<file path="config.mk">
export PLATFORM = sky130hd
export DESIGN_NAME = pc_predict_ras
export DESIGN_NICKNAME = d
export VERILOG_FILES = /design/src/rtl/pc_predict_ras.sv
export SDC_FILE = /design/constraint.sdc
export NUM_CORES = 1
export LEC_CHECK = 0
export BUFFER_PORTS_ARGS = -buffer_cell sky130_fd_sc_hd__buf_4
export CAP_MARGIN = 20
export CORE_AREA = 2 2 209 211
export CTS_CLUSTER_SIZE = 14
export DETAILED_ROUTE_END_ITERATION = 8
export DIE_AREA = 0 0 211 213
export PLACE_DENSITY_LB_ADDON = 0.2
export SKIP_CTS_REPAIR_TIMING = 1
export SLEW_MARGIN = 20
export SYNTH_ARGS = -nofsm -noshare
export SYNTH_HDL_FRONTEND = slang
export SYNTH_SLANG_ARGS = --single-unit
</file>
<file path="constraint.sdc">
create_clock -name clk -period 2.7 [get_ports clk]
set_input_delay 0.54 -clock clk [delete_from_list [all_inputs] [get_ports clk]]
set_output_delay 0.54 -clock clk [all_outputs]
set_load 0.005 [all_outputs]
</file>
<file path="src/rtl/pc_predict_ras.sv">
// rtl/pc_predict_ras.sv - fetch PC predictor with mispredict correction and return-address stack
// The return-address stack is built only when PC_PREDICT_RAS_EN is defined.
module pc_predict_ras #(
    parameter int                ADDR_W    = 64,
    parameter int                RAS_DEPTH = 8,
    parameter logic [ADDR_W-1:0] RESET_PC  = '0
) (
    input  logic                         clk,
    input  logic                         reset,
    input  logic                         f_stall,
    input  logic [3:0]                   f_icode,
    input  logic [ADDR_W-1:0]            f_valC,
    input  logic [ADDR_W-1:0]            f_valP,
    input  logic [3:0]                   m_icode,
    input  logic                         m_cnd,
    input  logic [ADDR_W-1:0]            m_valA,
    input  logic [3:0]                   w_icode,
    input  logic [ADDR_W-1:0]            w_valM,
    input  logic [ADDR_W-1:0]            w_ras_tgt,
    output logic [ADDR_W-1:0]            f_pc,
    output logic [ADDR_W-1:0]            pred_pc,
    output logic [ADDR_W-1:0]            ras_tgt,
    output logic [$clog2(RAS_DEPTH):0]   ras_count,
    output logic                         ras_overflow,
    output logic                         mispredict
);
    localparam int CW = $clog2(RAS_DEPTH) + 1;
    localparam logic [3:0] ICODE_JXX  = 4'h7;
    localparam logic [3:0] ICODE_CALL = 4'h8;
    localparam logic [3:0] ICODE_RET  = 4'h9;

    logic              jmis;
    logic              rmis;
    logic [ADDR_W-1:0] ret_pred;
    logic [ADDR_W-1:0] pred_pc_d, pred_pc_q;

    assign jmis       = (m_icode == ICODE_JXX) && !m_cnd;
    assign mispredict = jmis | rmis;
    assign f_pc       = jmis ? m_valA : (rmis ? w_valM : pred_pc_q);
    assign pred_pc    = pred_pc_q;

    always_comb begin
        pred_pc_d = pred_pc_q;
        if (!f_stall) begin
            case (f_icode)
                ICODE_JXX, ICODE_CALL: pred_pc_d = f_valC;
                ICODE_RET:             pred_pc_d = ret_pred;
                default:               pred_pc_d = f_valP;
            endcase
        end
    end

    always_ff @(posedge clk) begin
        if (reset) begin
            pred_pc_q <= RESET_PC;
        end else begin
            pred_pc_q <= pred_pc_d;
        end
    end

`ifdef PC_PREDICT_RAS_EN
    localparam int             PW   = (RAS_DEPTH > 1) ? $clog2(RAS_DEPTH) : 1;
    localparam logic [CW-1:0]  FULL = CW'(RAS_DEPTH);

    logic [ADDR_W-1:0] ras_mem_q [RAS_DEPTH];
    logic [PW-1:0]     ras_ptr_d, ras_ptr_q;
    logic [PW-1:0]     ras_top_idx;
    logic [CW-1:0]     ras_count_d, ras_count_q;
    logic              ras_overflow_d, ras_overflow_q;
    logic [CW-1:0]     base_count;
    logic              ras_we;

    assign rmis         = (w_icode == ICODE_RET) && (w_valM != w_ras_tgt);
    assign ras_top_idx  = ras_ptr_q - 1'b1;
    assign ras_tgt      = (ras_count_q != '0) ? ras_mem_q[ras_top_idx] : '0;
    assign ret_pred     = (ras_count_q != '0) ? ras_tgt : f_valP;
    assign ras_count    = ras_count_q;
    assign ras_overflow = ras_overflow_q;

    // A mispredict flushes first; the fetched call then pushes onto the empty stack.
    always_comb begin
        ras_ptr_d      = ras_ptr_q;
        ras_count_d    = ras_count_q;
        ras_overflow_d = ras_overflow_q;
        ras_we         = 1'b0;
        base_count     = mispredict ? '0 : ras_count_q;
        if (!f_stall) begin
            ras_count_d = base_count;
            if (f_icode == ICODE_CALL) begin
                ras_we    = 1'b1;
                ras_ptr_d = ras_ptr_q + 1'b1;
                if (base_count == FULL) begin
                    ras_overflow_d = 1'b1;
                end else begin
                    ras_count_d = base_count + 1'b1;
                end
            end else if ((f_icode == ICODE_RET) && (base_count != '0)) begin
                ras_ptr_d   = ras_ptr_q - 1'b1;
                ras_count_d = base_count - 1'b1;
            end
        end
    end

    always_ff @(posedge clk) begin
        if (reset) begin
            ras_ptr_q      <= '0;
            ras_count_q    <= '0;
            ras_overflow_q <= 1'b0;
        end else begin
            ras_ptr_q      <= ras_ptr_d;
            ras_count_q    <= ras_count_d;
            ras_overflow_q <= ras_overflow_d;
        end
    end

    // Entry storage is never cleared; the count alone decides what is valid.
    always_ff @(posedge clk) begin
        if (ras_we && !reset) begin
            ras_mem_q[ras_ptr_q] <= f_valP;
        end
    end
`else
    logic unused_ras_tgt;

    assign rmis           = (w_icode == ICODE_RET);
    assign ret_pred       = f_valP;
    assign ras_tgt        = '0;
    assign ras_count      = '0;
    assign ras_overflow   = 1'b0;
    assign unused_ras_tgt = ^w_ras_tgt;
`endif

endmodule

</file>
==> results of run 1 <==
## where the power goes
group	total [mW]	switching, mW	internal (mW)
clock	1.21	0.500	0.710
sequential	1.09	0.0741	1.02
combinational	1.04	0.379	0.657
total	3.34	0.954	2.39
## synth_stat cells, types with 2 or more instances
cell type / number
buf_1: 4
a2111oi_0: 64
clkbuf_1: 27
dfxtp_1: 64
mux2_2: 128
inv_1: 65
a211oi_1: 64
buf_4: 74
buf_6: 11
nand2_1: 2
buf_2: 23
nor4_1: 64
## worst max-delay path: cells and delay by family
| family | cells | cell delay, ns |
|---|---|---|
| multiplexers | 2 | 0.66 |
| AND/OR/NAND/NOR | 1 | 0.37 |
| buffers and inverters | 3 | 0.47 |
## through the flow
| stage | hold slack, ns | instance area (µm²) |
|---|---|---|
| after floorplan | 0.477 | 5650 |
| after global placement | 0.486 | 8710 |
| after detailed placement | 0.493 | 8710 |
| after CTS | 0.502 | 9000 |
| after global routing | 0.530 | 9000 |
| final | 0.496 | 9000 |
## metal layers
layer	global-route usage (%)	up-vias
li1	-	2858
met1	12.1	2760
met2	18.8	284
met3	3.32	12
met4	3.67	0
met5	0	-
## worst paths after layout
kind / start / end / slack (ns)
setup / recovery: w_icode[2] / f_pc[29] / 0.06
hold reg to reg: pred_pc[10] / pred_pc[10] / 0.50
setup reg to reg: pred_pc[33] / pred_pc[33] / 1.67
hold / removal: pred_pc[10] / pred_pc[10] / 0.50
## final cells by class
type	count	area [µm²]
fill	4787	33700
timing repair buffer	421	3260
multi-input combinational	397	3230
sequential	64	1280
tap	546	683
inverter	65	244
clock buffer	10	229
clock inverter	6	60.1
## kinds of logic after synthesis
| logic type | Yosys count |
|---|---|
| AND/OR/NAND/NOR | 72 |
| flip-flops | 64 |
| multiplexers | 128 |
| buffers and inverters | 204 |
| other | 1 |
| AO/OA/AOI/OAI | 128 |
==> summary.md, run 1 <==
| Metric | Value |
|---|---|
| Status | finished clean |
| Largest family of logic cells by synthesized area | multiplexers |
| Fin crit period | 2.64 ns |
| Startpoint types | input port |
| Worst VDD drop | 0.000212 V |
| Final setup TNS | 0 ns |
| Core area | 42700 µm² |
| #FFs+latches synth | 64 |
| Fraction of the cycle the final worst path needs | 97.8% |
| Hold path depth | 2 |
| Post-synthesis mux area share | 26.7% |
| Chip Width | 211 µm |
| TritonCTS Sinks | 64 |
| Residual DRC | 0 |
| Adder-cell share of the synthesized area | 0% |
| End-of-flow core utilization | 21.1% |
| Die span in y | 213 µm |
| Simple-gate portion of the synthesized area | 8.68% |
| Achievable frequency | 379 MHz |
| Share of layout cells above drive strength 1 | 59.1% |
| Routed wl met2 | 12.6 mm |
| Layout area overhead | 66.9% |
| First-pass GRT wire length | 35.5 mm |
| Hold Path Class | flop to flop |
| Non-filler instance count after layout | 1509 |
| Met3 wire len | 1.91 mm |
| Die area | 44900 µm² |
| Crit end category | primary output |
| Max H-tree Level | 3 |
| Row cnt | 76 |
| Post-route setup slack | 0.0587 ns |
| Dpl cells | 1493 |
| Total chip power | 3.34 mW |
| Final wirelength | 25.1 mm |
| Reg2Reg Depth | 2 |
| Max reg flops | 64 |
| Clk Latency, worst-skew pair | 0.35 ns |
| Critical path required time | 2.16 ns |
| RSZ-0062 raised after global routing | false |
| Clk buf depth | 2 |
| MaxCap Viol Count | 0 |
| Nets | 1294 |
| Largest net degree at the start of global routing | 78 |
| GRT Total Usage | 10.6% |
| I/O Pins | 534 |
| Commonest non-fill, non-tap cells in the layout | 412 x buf_4, 128 x mux2_2, 69 x conb_1 |
| 1st-iter DRT viols | 114 |
| Ant. Diodes | 0 |
| CTS Root Buffer Type | clkbuf_16 |
| Post-synthesis cell area | 5390 µm² |
| GP Congestion | 0.720 |
| Post-synth cell types | 19 |
| DR top layer | met4 |
| Top cells by area, synth | mux2_2 27%, dfxtp_1 24%, a2111oi_0 10%, buf_4 10%, a211oi_1 8.9% |
| Top FF cell, synth | dfxtp_1 |
| Fin Clk Skew | 0 ns |
| Vias per Instance | 3.92 |
| Vias in the first global route | 5681 |
| Power density over the cells | 371 nW/µm² |
| Ys async rst share | 0% |
| Sequential element share of the synthesized area | 23.8% |
| Critical path fanouts, max | 38 |
| Setup Viol. Count Final | 0 |
| Worst setup path class | input port to primary output |
| Final Max Tran Viols | 0 |
| Synthesis Warnings | 0 |
| XOR/XNOR Fraction of Synth Area | 0% |
| Worst-Margin Slew | 0.716 ns |
| Max stage delay on crit path | 0.37 ns |
| Leak Pwr | 3.97 nW |
| Pre-Repair DR Iteration Count | 4 |
| Rel. slew slack | 52.3% |
| Post-synth top area share | 26.7% |
| # port buffers | 400 |
| Commonest non-fill, non-tap cell in the layout | buf_4 |
| Post-synth EDFFs | 0 |
| CTS tree | yes |
| Final hold violation count | 0 |
| CP cell instances | buf_4 > and4bb_4 > buf_12 > mux2_2 > mux2_2 > buf_4 |
| Initial Util | 12.6% |
| Compound-gate portion of the synthesized area | 19.3% |
| Total gr overflow | 0 |
| Clk slew on worst S/H paths | 0.05 ns |
| Synth Instances | 597 |
| Initial antenna violation count | 0 |
| Worst EP arrival | 2.10 ns |
| Yosys top cell by area | mux2_2 |
| Slowest CP cell | and4bb_4 |
| Pre-CTS setup slack | 0.0507 ns |
| Num CTS Buffers | 9 |
| Final ANT Viol Nets | 0 |
| Synth Area per Inst | 9.03 µm² |
| Wire per inst | 16.7 µm |
| Via count | 5914 |
| Metal-1 WL | 10.3 mm |
| Dpl hpwl | 19.3 mm |
(Power assumes the default switching activity.)
==> run 2, diff against run 1 <==
CORE_AREA = 4 4 205 207   (was 2 2 209 211)
DIE_AREA = 0 0 209 211   (was 0 0 211 213)
==> run 2 against run 1 <==
Sequential power about the same. Largest power group unchanged. Critical path depth unchanged. Non-clock buffer count increased by 6. Critical path type unchanged.
==> summary.md, run 2 (synthesized netlist as in run 1, its figures left out) <==
| Metric | Value |
|---|---|
| MaxCap Viol Count | 0 (unchanged) |
| Critical path fanouts, max | 39 (+2.6%) |
| Final hold slack | 0.493 ns (-0.00273 ns) |
| GRT Total Usage | 11.3% (+0.65 points) |
| Final setup TNS | 0 ns (unchanged) |
| CTS tree | yes |
| Non-filler instance count after layout | 1501 (-0.53%) |
| Vias per Instance | 3.97 (+1.2%) |
| Rel. slew slack | 51.6% (-0.62 points) |
| First-pass GRT wire length | 37.8 mm (+6.3%) |
| Final Max Tran Viols | 0 (unchanged) |
| Clk Latency, worst-skew pair | 0.35 ns (about the same) |
| 1st-iter DRT viols | 155 (+36%) |
| Clk buf depth | 2 (unchanged) |
| Met3 wire len | 2.48 mm (+30%) |
| CTS Root Buffer Type | clkbuf_16 |
| Crit end category | primary output |
| Layout area overhead | 69.1% |
| Final ANT Viol Nets | 0 (unchanged) |
| Nets | 1300 (+0.46%) |
| Row cnt | 74 (-2.6%) |
| Setup Viol. Count Final | 0 (unchanged) |
| Achievable frequency | 379 MHz (+0.11%) |
| Via count | 5953 (+0.66%) |
| Worst-Margin Slew | 0.725 ns (+0.00932 ns) |
| Fin crit period | 2.64 ns (-0.00284 ns) |
| FF/Latch Area | 1280 µm² (unchanged) |
| R2R setup slack | 1.49 ns (-0.18 ns) |
| Initial antenna violation count | 1 (+1) |
| Die area | 44100 µm² (-1.9%) |
| Ant. Diodes | 0 (unchanged) |
| Pre-CTS setup slack | 0.0526 ns (+0.00193 ns) |
| Hold Path Class | flop to flop |
| Initial Util | 13.4% (+0.73 points) |
| Fraction of the cycle the final worst path needs | 97.7% (-0.11 points) |
| Fin Clk Skew | 0 ns (unchanged) |
| Chip Width | 209 µm (-0.95%) |
| Share of layout cells above drive strength 1 | 59.2% (+0.15 points) |
| Hold path depth | 2 (unchanged) |
| End-of-flow core utilization | 22.6% (+1.5 points) |
| GP Congestion | 0.842 (+17%) |
| Wire per inst | 17.7 µm (+6.0%) |
| Core area | 40400 µm² (-5.5%) |
| RSZ-0062 raised after global routing | false |
| Vias in the first global route | 6003 (+5.7%) |
| Residual DRC | 0 (unchanged) |
| # port buffers | 400 (unchanged) |
| Routed wl met2 | 13.0 mm (+3.2%) |
| Total gr overflow | 0 (unchanged) |
| Metal-1 WL | 10.4 mm (+1.5%) |
| Final wirelength | 26.5 mm (+5.4%) |
| Startpoint types | input port |
| Worst Hold Launch | pred_pc[31] |
| Reg2Reg Depth | 3 (+1) |
| Power density over the cells | 386 nW/µm² (+3.8%) |
| Multi-input logic area | 3230 µm² (about the same) |
| Dpl hpwl | 20.9 mm (+8.4%) |
| Reg2reg start | pred_pc[33] |
| Hold EP | pred_pc[31] |
| Pre-Repair DR Iteration Count | 4 (unchanged) |
| Post-route setup slack | 0.0615 ns (+0.00284 ns) |
| Clk slew on worst S/H paths | 0.06 ns (about the same) |
| Fillers | 4481 (-6.4%) |
| Die span in y | 211 µm (-0.94%) |
| Leak Pwr | 4.05 nW (+2.1%) |
| Status | finished clean |
| Worst R2R End | pred_pc[33] |
| Num CTS Buffers | 9 (unchanged) |
| Dpl cells | 1485 (-0.54%) |
| Max reg flops | 64 (unchanged) |
| Final hold violation count | 0 (unchanged) |
| Worst EP arrival | 2.10 ns (about the same) |
| Critical path required time | 2.16 ns (about the same) |
| Largest net degree at the start of global routing | 65 (-17%) |
| Worst VDD drop | 0.000230 V (+8.4%) |
| Max H-tree Level | 3 (unchanged) |
| DR top layer | met5 |
| I/O Pins | 534 (unchanged) |
| Commonest non-fill, non-tap cells in the layout | 414 x buf_4, 128 x mux2_2, 69 x conb_1 |
| Commonest non-fill, non-tap cell in the layout | buf_4 |
| Worst setup path class | input port to primary output |
| TritonCTS Sinks | 64 (unchanged) |
==> run 2: critical path, stage by stage <==
cell and delay (ns):
buf_4 0.10, and4bb_4 0.37, buf_12 0.23, mux2_2 0.39
mux2_2 0.27, buf_4 0.13
==> run 2: worst max path at each step <==
stage / to / slack (ns) / start / cells past startpoint
floorplan: f_pc[14] / 0.37 / w_icode[2] / 5
global placement: f_pc[40] / 0.06 / w_icode[2] / 6
detailed placement: f_pc[31] / 0.05 / w_icode[2] / 6
CTS: f_pc[31] / 0.05 / w_icode[2] / 6
global route: f_pc[40] / 0.02 / w_icode[2] / 6
finish: f_pc[40] / 0.06 / w_icode[2] / 6
==> run 2: layer usage <==
metal / GRT usage, % / up-vias
met5: 0 / -
met4: 3.51 / 2
met3: 4.78 / 24
met2: 19.7 / 305
met1: 12.6 / 2745
li1: - / 2877
==> run 2: stage by stage <==
step	area [µm²]	total power [mW]
4_1_cts	9120	3.62
2_1_floorplan	5650	1.56
3_5_place_dp	8780	2.19
6_report	9120	3.52
3_3_place_gp	8780	2.18
5_1_grt	9120	3.73
==> run 2: layout make-up <==
class	count	area share (%)
clock buffer	14	3.01
sequential	64	14.1
tap	532	7.30
multi-input combinational	397	35.5
clock inverter	2	0.659
timing repair buffer	427	36.9
inverter	65	2.68
==> run 2: power by group <==
part	internal, mW	switching (mW)	leakage [nW]	total, mW
Combinational	0.662	0.389	3.36	1.05
Clock	0.886	0.484	0.163	1.37
Sequential	1.02	0.0743	0.533	1.10
Total	2.57	0.947	4.05	3.52
